## src/rtl/alu_issue_arbiter_pkg.sv

```systemverilog
// Shared constants for the alu issue arbiter: MIPS opcodes/functs the alu decodes and flag bit positions.
package alu_issue_arbiter_pkg;
    localparam int DATA_W = 32;
    localparam int FLAG_W = 3;

    localparam logic [5:0] OP_RTYPE = 6'b000000;
    localparam logic [5:0] OP_BEQ   = 6'b000100;
    localparam logic [5:0] OP_BNE   = 6'b000101;
    localparam logic [5:0] OP_ADDI  = 6'b001000;
    localparam logic [5:0] OP_ANDI  = 6'b001100;
    localparam logic [5:0] OP_ORI   = 6'b001101;

    localparam logic [5:0] FN_SLL  = 6'h00;
    localparam logic [5:0] FN_SRL  = 6'h02;
    localparam logic [5:0] FN_ADD  = 6'h20;
    localparam logic [5:0] FN_ADDU = 6'h21;
    localparam logic [5:0] FN_SUB  = 6'h22;
    localparam logic [5:0] FN_SUBU = 6'h23;
    localparam logic [5:0] FN_AND  = 6'h24;
    localparam logic [5:0] FN_OR   = 6'h25;
    localparam logic [5:0] FN_XOR  = 6'h26;
    localparam logic [5:0] FN_NOR  = 6'h27;
    localparam logic [5:0] FN_SLT  = 6'h2A;
    localparam logic [5:0] FN_SLTU = 6'h2B;

    localparam int FLG_ZERO = 0;
    localparam int FLG_OVF  = 1;
    localparam int FLG_NEG  = 2;
endpackage

```

## src/rtl/alu_issue_arbiter_alu.sv

```systemverilog
// Combinational MIPS alu: decodes opcode/funct, produces result plus zero/overflow/negative flags.
module alu
    import alu_issue_arbiter_pkg::*;
(
    input  logic [DATA_W-1:0] instr,
    input  logic [DATA_W-1:0] a,
    input  logic [DATA_W-1:0] b,
    output logic [DATA_W-1:0] result,
    output logic [FLAG_W-1:0] flags
);
    logic [5:0]        op, fn;
    logic [4:0]        shamt;
    logic [DATA_W-1:0] imm_s, imm_z;
    logic              is_add, is_sub;
    logic              unused_fields;

    assign op    = instr[31:26];
    assign fn    = instr[5:0];
    assign shamt = instr[10:6];
    assign imm_s = {{16{instr[15]}}, instr[15:0]};
    assign imm_z = {16'h0000, instr[15:0]};
    assign unused_fields = ^instr[25:16];

    always_comb begin
        result = '0;
        is_add = 1'b0;
        is_sub = 1'b0;
        case (op)
            OP_RTYPE: case (fn)
                FN_SLL:  result = b << shamt;
                FN_SRL:  result = b >> shamt;
                FN_ADD:  begin result = a + b; is_add = 1'b1; end
                FN_ADDU: result = a + b;
                FN_SUB:  begin result = a - b; is_sub = 1'b1; end
                FN_SUBU: result = a - b;
                FN_AND:  result = a & b;
                FN_OR:   result = a | b;
                FN_XOR:  result = a ^ b;
                FN_NOR:  result = ~(a | b);
                FN_SLT:  result = {31'd0, $signed(a) < $signed(b)};
                FN_SLTU: result = {31'd0, a < b};
                default: result = '0;
            endcase
            // branches compare by subtraction; zero flag drives the decision
            OP_BEQ, OP_BNE: begin result = a - b; is_sub = 1'b1; end
            OP_ADDI: result = a + imm_s;
            OP_ANDI: result = a & imm_z;
            OP_ORI:  result = a | imm_z;
            default: result = '0;
        endcase
    end

    always_comb begin
        flags           = '0;
        flags[FLG_ZERO] = (result == '0);
        flags[FLG_NEG]  = result[DATA_W-1];
        flags[FLG_OVF]  = (is_add & (a[DATA_W-1] == b[DATA_W-1]) & (result[DATA_W-1] != a[DATA_W-1]))
                        | (is_sub & (a[DATA_W-1] != b[DATA_W-1]) & (result[DATA_W-1] != a[DATA_W-1]));
    end
endmodule

```

## src/rtl/alu_issue_arbiter_rr_arb2.sv

```systemverilog
// Two-way round-robin arbiter; FIXED_PRI=1 makes requester 0 always win.
module rr_arb2 #(
    parameter bit FIXED_PRI = 1'b0
) (
    input  logic       clk,
    input  logic       reset,
    input  logic [1:0] valid,
    input  logic       enable,
    output logic [1:0] grant
);
    logic rr;
    logic pick0;

    // rr=0 prefers requester 0, rr=1 prefers requester 1
    assign pick0    = FIXED_PRI ? valid[0] : (valid[0] & (~valid[1] | ~rr));
    assign grant[0] = enable & pick0;
    assign grant[1] = enable & valid[1] & ~pick0;

    always_ff @(posedge clk or posedge reset) begin
        if (reset)
            rr <= 1'b0;
        else if (|grant)
            rr <= grant[0];
    end
endmodule

```

## src/rtl/alu_issue_arbiter.sv

```systemverilog
// Shares one alu between execute (req0) and branch/address unit (req1); result held in a one-entry output register.
module alu_issue_arbiter
    import alu_issue_arbiter_pkg::*;
#(
    parameter int TAG_W     = 4,
    parameter bit FIXED_PRI = 1'b0
) (
    input  logic              clk,
    input  logic              reset,
    input  logic              req0_valid,
    input  logic [31:0]       req0_instr,
    input  logic [31:0]       req0_rega,
    input  logic [31:0]       req0_regb,
    input  logic [TAG_W-1:0]  req0_tag,
    output logic              req0_ready,
    input  logic              req1_valid,
    input  logic [31:0]       req1_instr,
    input  logic [31:0]       req1_rega,
    input  logic [31:0]       req1_regb,
    input  logic [TAG_W-1:0]  req1_tag,
    output logic              req1_ready,
    output logic              out_valid,
    input  logic              out_ready,
    output logic [31:0]       out_result,
    output logic [2:0]        out_flags,
    output logic              out_src,
    output logic [TAG_W-1:0]  out_tag,
    output logic              out_br_taken
);
    logic                        can_accept;
    logic [1:0]                  grant;
    logic                        sel;
    logic [1:0][DATA_W-1:0]      instr_v, rega_v, regb_v;
    logic [1:0][TAG_W-1:0]       tag_v;
    logic [DATA_W-1:0]           alu_result;
    logic [FLAG_W-1:0]           alu_flags;
    logic [5:0]                  op;
    logic                        br_taken;

    assign can_accept = ~out_valid | out_ready;

    rr_arb2 #(.FIXED_PRI(FIXED_PRI)) u_arb (
        .clk    (clk),
        .reset  (reset),
        .valid  ({req1_valid, req0_valid}),
        .enable (can_accept),
        .grant  (grant)
    );

    assign req0_ready = grant[0];
    assign req1_ready = grant[1];
    assign sel        = grant[1];

    assign instr_v = {req1_instr, req0_instr};
    assign rega_v  = {req1_rega,  req0_rega};
    assign regb_v  = {req1_regb,  req0_regb};
    assign tag_v   = {req1_tag,   req0_tag};

    alu u_alu (
        .instr  (instr_v[sel]),
        .a      (rega_v[sel]),
        .b      (regb_v[sel]),
        .result (alu_result),
        .flags  (alu_flags)
    );

    assign op       = instr_v[sel][31:26];
    assign br_taken = ((op == OP_BEQ) &  alu_flags[FLG_ZERO])
                    | ((op == OP_BNE) & ~alu_flags[FLG_ZERO]);

    // data fields only move on a grant, so a drain leaves the last entry visible
    always_ff @(posedge clk or posedge reset) begin
        if (reset) begin
            out_valid    <= 1'b0;
            out_result   <= '0;
            out_flags    <= '0;
            out_src      <= 1'b0;
            out_tag      <= '0;
            out_br_taken <= 1'b0;
        end else if (|grant) begin
            out_valid    <= 1'b1;
            out_result   <= alu_result;
            out_flags    <= alu_flags;
            out_src      <= sel;
            out_tag      <= tag_v[sel];
            out_br_taken <= br_taken;
        end else if (out_ready) begin
            out_valid    <= 1'b0;
        end
    end
endmodule
```

## config.mk

```make
export PLATFORM = sky130hd
export DESIGN_NAME = alu_issue_arbiter
export DESIGN_NICKNAME = d
export VERILOG_FILES = /design/src/rtl/alu_issue_arbiter_pkg.sv /design/src/rtl/alu_issue_arbiter_alu.sv /design/src/rtl/alu_issue_arbiter_rr_arb2.sv /design/src/rtl/alu_issue_arbiter.sv
export SDC_FILE = /design/constraint.sdc
export NUM_CORES = 1
export LEC_CHECK = 0
export ABC_AREA = 1
export CAP_MARGIN = 20
export CELL_PAD_IN_SITES_DETAIL_PLACEMENT = 1
export CELL_PAD_IN_SITES_GLOBAL_PLACEMENT = 1
export CORE_MARGIN = 1.5
export CORE_UTILIZATION = 38
export DETAILED_ROUTE_END_ITERATION = 8
export GPL_ROUTABILITY_DRIVEN = 1
export PLACE_DENSITY_LB_ADDON = 0.25
export SYNTH_ARGS = -nofsm -noshare
export SYNTH_HDL_FRONTEND = slang
export SYNTH_SLANG_ARGS = --single-unit
export TNS_END_PERCENT = 100
```

## constraint.sdc

```tcl
create_clock -name clk -period 5.3 [get_ports clk]
set_input_delay 1.06 -clock clk [delete_from_list [all_inputs] [get_ports clk]]
set_output_delay 1.06 -clock clk [all_outputs]
set_load 0.01 [all_outputs]
```

==> results of run 1 <==
## Yosys cell counts (10+ instances only)
library cell / number
nand2_1: 976
nand3_1: 478
inv_1: 412
nor2_1: 331
ha_1: 138
a21oi_1: 132
o21ai_0: 132
nand4_1: 76
clkbuf_1: 49
nand2_2: 49
dfrtp_1: 42
buf_2: 38
nor3_1: 30
a31oi_1: 20
or2_2: 19
nand3b_1: 14
o21ai_1: 14
buf_4: 13
o22ai_1: 13
xor2_1: 13
buf_6: 12
o211ai_1: 11
inv_2: 10
## metal layers
metal  overflow  track usage, %
met2         53            95.2
met4         33            79.2
met1          3            74.4
met5          0            35.2
met3          3            60.9
## metrics by stage
stage	hold WS, ps	TNS, ps	std cells
2_1_floorplan	506	0	3128
3_3_place_gp	461	-1140	4529
3_5_place_dp	477	-2580	4529
4_1_cts	513	-63.0	4553
## what timing repair did
item / in CTS
cloned: 3
pin swaps: 27
buffers inserted: 13
setup endpoints to repair: 4
resized for setup: 173
## logic make-up after synthesis
kind of cell / after synthesis / synth area share, %
compound gates: 377 / 13.5
xor+xnor: 16 / 0.867
fa+ha+maj: 141 / 11.1
buf+inv: 548 / 14.1
flops: 42 / 6.50
simple gates: 2004 / 54.0
==> impl_metrics.csv, run 1 <==
group,metric,value,unit
run_status,outcome,"did not finish",
run_status,lastStage,"global routing",
run_status,stop_error,"[ERROR GRT-0232] Routing congestion too high. Check the congestion heatmap in the GUI.",
synth,synthCells,3128,
clocking,numCtsBuffers,5,
clocking,ctsHoldBuffers,0,
synth,synth_ff_type,"dfrtp_1",
synth,yosysUniqueCellTypes,54,
floorplan,start_util,38.5,%
synth,syn_area_per_cell,5.17,um2
placement,dp_hpwl,97.1,mm
synth,syn_area,16200,um2
synth,synthTopCellsByArea,"nand2_1, nand3_1, ha_1",
synth,ys_seq_area_share,6.50,%
synth,ys.warnings.count,0,
global_routing,grt_max_degree,65,
placement,post_dp_cell_area,24400,um2
global_routing,grt-ovfl-total,92,
placement,portBuffers,228,
floorplan,die_height,209,um
clocking,cts_sinks,42,
floorplan,ios,249,
clocking,root_buffer,"clkbuf_16",
synth,syn_nets,3474,
synth,synth_top_area_share,22.7,%
synth,ys_seq_elements,42,
synth,synth_top_cell_by_area,"nand2_1",
synth,synth_edf_count,0,
global_routing,gr-usage-all-layers,76.8,%
floorplan,num_rows,75,
clocking,h-tree-depth,2,
synth,ys_async_sr_fraction,100,%
floorplan,die_x,209,um
placement,place_ws,-749,ps
placement,gp_congestion,1.08,
clocking,clockBufferDepth,2,
==> run 2: changes to the inputs <==
--- a/config.mk
+++ b/config.mk
@@ -7,13 +7,11 @@
 export LEC_CHECK = 0
 export ABC_AREA = 1
 export CAP_MARGIN = 20
-export CELL_PAD_IN_SITES_DETAIL_PLACEMENT = 1
-export CELL_PAD_IN_SITES_GLOBAL_PLACEMENT = 1
 export CORE_MARGIN = 1.5
-export CORE_UTILIZATION = 38
+export CORE_UTILIZATION = 40
 export DETAILED_ROUTE_END_ITERATION = 8
 export GPL_ROUTABILITY_DRIVEN = 1
-export PLACE_DENSITY_LB_ADDON = 0.25
+export PLACE_DENSITY_LB_ADDON = 0.15
 export SYNTH_ARGS = -nofsm -noshare
 export SYNTH_HDL_FRONTEND = slang
 export SYNTH_SLANG_ARGS = --single-unit
==> impl_metrics.csv, run 2 <==
group,metric,value,unit
finish,layout.cells.non_filler,4411,
global_routing,antenna_found_initial,1,
min_path,hold_depth,2,
synth,ys_top_cells_by_count,"nand2_1, nand3_1, inv_1, nor2_1, ha_1",
timing,worst_pin_slew,949,ps
global_routing,grt_pass1_wl,137,mm
synth,ys_async_sr_fraction,100,%
run_status,outcome,"complete, no violations",
finish,multiInputGateArea,14000,um2
clocking,cts_tree,"done",
synth,synth_top_cell_by_area,"nand2_1",
power_and_ir_drop,pwr-share-comb,87.2,%
floorplan,num_rows,73,
worst_setup_path,crit_top_cell,"nand2_1",
routing,drt_iter0_drc,3035,
routing,firstDrtPassIters,7,
floorplan,core,39800,um2
clocking,clk_pin_slew,60,ps
placement,portBuffers,228,
worst_setup_path,worstSetupPathType,"in2reg",
finish,top_regs,"out_result: 32 flops, out_tag: 4 flops, out_flags: 2 flops",
power_and_ir_drop,clkPwrFrac,5.5,%
finish,fillers,3817,
timing,period_minus_slack,5220,ps
worst_setup_path,endpoint_kind,"flip-flop",
synth,ys.warnings.count,0,
worst_setup_path,cp_slowest_cell,"clkdlybuf4s50_1",
placement,place_inst,4383,
clocking,clockBufferDepth,2,
synth,synth_top_area_share,22.7,%
clocking,root_buffer,"clkbuf_16",
placement,dp_hpwl,80.0,mm
flow_run,drv_cap,0,
synth,synthTopCellsByArea,"nand2_1, nand3_1, ha_1",
synth,yosysMostFrequentCell,"nand2_1",
finish,fin_util,62.6,%
timing,hold_viol_final,0,
floorplan,dieArea,41600,um2
finish,final_cell_mix,"nand2_1, buf_4, nand3_1",
finish,areaGrowthSynthToFinish,54.3,%
clocking,ctsHoldBuffers,0,
global_routing,grt-ovfl-total,0,
routing,wl,96.2,mm
power_and_ir_drop,ir_drop,0.136,mV
clocking,cts_sinks,42,
timing,relSlewSlack,36.7,%
finish,final_common_cell,"nand2_1",
worst_setup_path,worst-endpoint-required,5480,ps
finish,largest_register,"out_result",
power_and_ir_drop,p_seq_share,7.3,%
clocking,numCtsBuffers,5,
floorplan,ios,249,
synth,syn_area,16200,um2
finish,seqCellArea,1050,um2
global_routing,gr-usage-all-layers,44.0,%
routing,vias_per_cell,5.69,
routing,antenna_left,0,
power_and_ir_drop,power.leakage,0.0132,uW
synth,synth_ff_type,"dfrtp_1",
synth,syn_area_per_cell,5.17,um2
synth,synthCells,3128,
timing,tns,0,ps
timing,finalSetupViolations,0,
timing,final.period_utilization,98.6,%
min_path,worstHoldPathType,"reg2reg",
clocking,h-tree-depth,2,
timing,finClkSkew,9.28,ps
synth,yosysUniqueCellTypes,54,
floorplan,die_height,204,um
global_routing,grt_max_degree,65,
floorplan,start_util,40.6,%
power_and_ir_drop,p_int,2630,uW
synth,ys_seq_elements,42,
finish,drive_gt1_share,25.6,%
finish,largest_register_ffs,32,
routing,post_drt_wl_per_cell,21.8,um
timing,report.final.slew_viol_count,0,
worst_setup_path,path_max_fanout,16,
worst_setup_path,slowest_delay,460,ps
synth,syn_nets,3474,
synth,ys_seq_area_share,6.50,%
power_and_ir_drop,switching_share,53.2,%
power_and_ir_drop,power.density,225,nW/um2
routing,vias,25100,
worst_setup_path,worstSetupStartpointType,"input port",
routing,remaining_drc_errors,0,
clocking,clk_latency,290,ps
timing,layout_setup_ws,76.8,ps
placement,place_ws,-619,ps
worst_setup_path,arrival,5400,ps
power_and_ir_drop,power,5620,uW
finish,nets,4229,
timing,fmax,191,MHz
placement,gp_congestion,1.16,
floorplan,die_x,204,um
global_routing,grt_pass1_vias,23300,
worst_setup_path,reg2reg_depth,27,
synth,synth_edf_count,0,
power_and_ir_drop,switching_power,2990,uW
[run 2: cell counts after synthesis]
Identical to the previous run, type by type.
[run 2: timing repair]
action | in CTS | in global routing
pin swaps | 3 | 71
gates resized for setup | 41 | 267
buffers inserted | 0 | 10
endpoints found under the setup margin | 3 | 4
cloned | 0 | 7
[run 2: per-stage QoR]
step                      hold WS [ps]  area, um2
after floorplan                    506      16200
after global placement             461      23300
after detailed placement           466      23300
after CTS                          488      23600
after global routing               500      24900
final                              485      24900
[run 2: layer usage]
metal / track usage (%) / vias up / wire (um)
met3: 7.49 / 333 / 10400
met1: 54.6 / 11500 / 36700
li1: - / 11700 / -
met2: 69.6 / 1582 / 41500
met5: 0 / - / 0
met4: 29.4 / 0 / 7530
[run 2: final cells by class]
cell class,count,share of cell area [%]
clock buffer,5,0.502
clock inverter,3,0.0953
antenna,2,0.0201
inverter,426,6.43
sequential,42,4.21
multi-input combinational,2538,56.1
tap,525,2.63
timing repair buffer,870,30.0
[run 2: final timing paths]
kind | startpoint | slack, ps | endpoint
worst min-delay path | out_result[21]$_DFFE_PP0P_ | 480 | out_result[21]$_DFFE_PP0P_
min in group asynchronous | reset | 1250 | out_result[29]$_DFFE_PP0P_
max in group asynchronous | reset | 3510 | out_flags[0]$_DFFE_PP0P_
worst max register to register | out_valid$_DFFE_PP0P_ | 940 | out_br_taken$_DFFE_PP0P_
worst max-delay path | out_ready | 80 | out_br_taken$_DFFE_PP0P_
worst min register to register | out_result[21]$_DFFE_PP0P_ | 480 | out_result[21]$_DFFE_PP0P_
[run 2: kinds of logic after synthesis]
logic type                 synth area share [%]
AOI/OAI and AO/OA                          13.5
xor gates and xnor gates                  0.867
adders and majority gates                  11.1
buffers and inverters                      14.1
DFF                                        6.50
and+or+nand+nor                            54.0
[run 2: power groups by stage]
stage	Combinational (uW)	Clock [uW]	Sequential, uW
2_1_floorplan	2130	0	443
3_3_place_gp	4290	0	416
3_5_place_dp	4360	0	418
4_1_cts	4410	311	413
5_1_grt	5220	330	420
6_report	4900	308	413
[run 2: worst max-delay path: cells and delay by family]
| kind | cells | cell delay (ps) |
|---|---|---|
| AOI/OAI and AO/OA | 1 | 70 |
| buffers and inverters | 10 | 1930 |
| and+or+nand+nor | 18 | 2300 |
(Power assumes the default switching activity.)
==> run 3: changes to the inputs <==
--- a/config.mk
+++ b/config.mk
@@ -11,6 +11,7 @@
 export CORE_UTILIZATION = 40
 export DETAILED_ROUTE_END_ITERATION = 8
 export GPL_ROUTABILITY_DRIVEN = 1
+export MAX_ROUTING_LAYER = met4
 export PLACE_DENSITY_LB_ADDON = 0.15
 export SYNTH_ARGS = -nofsm -noshare
 export SYNTH_HDL_FRONTEND = slang
==> impl_metrics.csv, run 3 (synthesized netlist as in run 2, its figures left out) <==
group,metric,value,unit
timing,relSlewSlack,36.7,%
power_and_ir_drop,switching_power,3010,uW
timing,report.final.slew_viol_count,0,
worst_setup_path,reg2reg_setup_slack,830,ps
finish,drive_gt1_share,26.2,%
floorplan,start_util,40.6,%
min_path,min-delay-start,"out_result[11]$_DFFE_PP0P_",
worst_setup_path,crit_family,"simple AND/OR/NAND/NOR gates",
finish,fillers,3920,
routing,firstDrtPassIters,9,
finish,largest_register_ffs,32,
timing,period_minus_slack,5240,ps
floorplan,die_x,204,um
power_and_ir_drop,ir_drop,0.118,mV
worst_setup_path,arrival,5470,ps
power_and_ir_drop,p_int,2710,uW
min_path,worstHoldPathType,"reg2reg",
min_path,hold_depth,2,
worst_setup_path,worst-endpoint-required,5530,ps
worst_setup_path,worstSetupStartpointType,"input port",
timing,final.period_utilization,98.9,%
worst_setup_path,cp_slowest_cell,"clkdlybuf4s50_1",
routing,wl,96.0,mm
min_path,whs_endpoint,"out_result[11]$_DFFE_PP0P_",
timing,finalSetupViolations,0,
finish,final_cell_mix,"nand2_1, buf_4, nand3_1",
worst_setup_path,timing.rr.end,"out_br_taken$_DFFE_PP0P_",
routing,remaining_drc_errors,0,
placement,dp_hpwl,80.0,mm
finish,multiInputGateArea,13800,um2
power_and_ir_drop,power,5730,uW
finish,areaGrowthSynthToFinish,55.3,%
floorplan,num_rows,73,
power_and_ir_drop,pwr-share-comb,86.4,%
clocking,root_buffer,"clkbuf_16",
power_and_ir_drop,power.density,228,nW/um2
worst_setup_path,slowest_delay,400,ps
finish,final_cell_area,25100,um2
floorplan,dieArea,41600,um2
worst_setup_path,r2r-start,"u_arb.rr$_DFFE_PP0P_",
power_and_ir_drop,switching_share,52.6,%
timing,whs,480,ps
clocking,cts_sinks,42,
clocking,numCtsBuffers,5,
routing,vias,25200,
clocking,cts_tree,"done",
global_routing,grt_max_degree,65,
timing,finClkSkew,7.05,ps
clocking,h-tree-depth,2,
placement,portBuffers,228,
worst_setup_path,worstSetupPathType,"in2reg",
routing,post_drt_wl_per_cell,21.5,um
worst_setup_path,endpoint_kind,"flip-flop",
floorplan,ios,249,
finish,largest_register,"out_result",
finish,seqCellArea,1050,um2
global_routing,grt_pass1_vias,23600,
global_routing,grt-ovfl-total,0,
power_and_ir_drop,p_seq_share,7.2,%
run_status,outcome,"complete, no violations",
placement,gp_congestion,1.14,
placement,post_dp_cell_area,23700,um2
clocking,clk_latency,290,ps
finish,nets,4280,
global_routing,antenna_found_initial,1,
floorplan,die_height,204,um
worst_setup_path,crit_top_cell,"nand2_1",
finish,final_common_cell,"nand2_1",
global_routing,gr-usage-all-layers,45.0,%
routing,antenna_left,0,
global_routing,grt_pass1_wl,137,mm
routing,vias_per_cell,5.66,
timing,hold_viol_final,0,
flow_run,drv_cap,0,
floorplan,core,39800,um2
worst_setup_path,worst-path-buf-inv,6,
worst_setup_path,path_max_fanout,6,
timing,worst_pin_slew,949,ps
power_and_ir_drop,power.leakage,0.0134,uW
clocking,clockBufferDepth,2,
routing,drt_iter0_drc,2601,
power_and_ir_drop,clkPwrFrac,6.3,%
finish,top_regs,"out_result: 32 flops, out_tag: 4 flops, out_flags: 2 flops",
timing,fmax,191,MHz
clocking,clk_pin_slew,60,ps
worst_setup_path,reg2reg_depth,33,
run 3: power groups by stage:
| stage | sequential [uW] | clock, uW | combinational [uW] |
|---|---|---|---|
| floorplan | 443 | 0 | 2130 |
| global placement | 416 | 0 | 4370 |
| detailed placement | 420 | 0 | 4430 |
| CTS | 414 | 365 | 4480 |
| global route | 421 | 381 | 5250 |
| finish | 414 | 363 | 4950 |
run 3: metrics by stage:
stage	cells	setup TNS, ps	setup slack (ps)	utilization [%]
floorplan	3128	0	37.7	-
global placement	4435	-1110	-456	59.4
detailed placement	4435	-1540	-615	59.4
CTS	4444	0	3.80	60.1
global route	4461	-72.9	-72.9	63.1
finish	4461	0	59.6	63.1
run 3: per-layer routing:
| layer | track usage [%] | share of wire (%) | vias to the layer above |
|---|---|---|---|
| met5 | - | 0 | - |
| met4 | 24.8 | 7.4 | 0 |
| met3 | 6.14 | 10 | 311 |
| met2 | 71.7 | 44 | 1514 |
| met1 | 54.8 | 39 | 11700 |
| li1 | - | - | 11800 |
run 3: cell type report:
class / instances / area share, %
clock inverters: 3 / 0.194
diodes: 1 / 0.00996
multi-input cells: 2538 / 55.0
inverters: 426 / 6.38
repair buffers: 921 / 31.1
well taps: 525 / 2.62
clock buffers: 5 / 0.498
flip-flops and latches: 42 / 4.18
run 3: worst max-delay path by stage:
stage	start	cells past startpoint	slack, ps	to
after detailed placement	req1_valid	32	-610	out_br_taken$_DFFE_PP0P_
after floorplan	req1_valid	34	40	out_br_taken$_DFFE_PP0P_
after global placement	req1_valid	32	-460	out_br_taken$_DFFE_PP0P_
after CTS	out_ready	32	4	out_br_taken$_DFFE_PP0P_
final	out_ready	33	60	out_br_taken$_DFFE_PP0P_
after global routing	out_ready	33	-70	out_br_taken$_DFFE_PP0P_
run 3: what timing repair did:
item / CTS / global route
buffers inserted: 1 / 10
pin swaps: 7 / 64
resized for setup: 32 / 255
cloned: 0 / 5
setup endpoints to repair: 3 / 3
hold buffers: 0 / 0
run 3: tightest hold or removal path: cells and delay by family (launching register included):
kind / cells / cell delay, ps
DFF: 1 / 340
and+or+nand+nor: 2 / 110
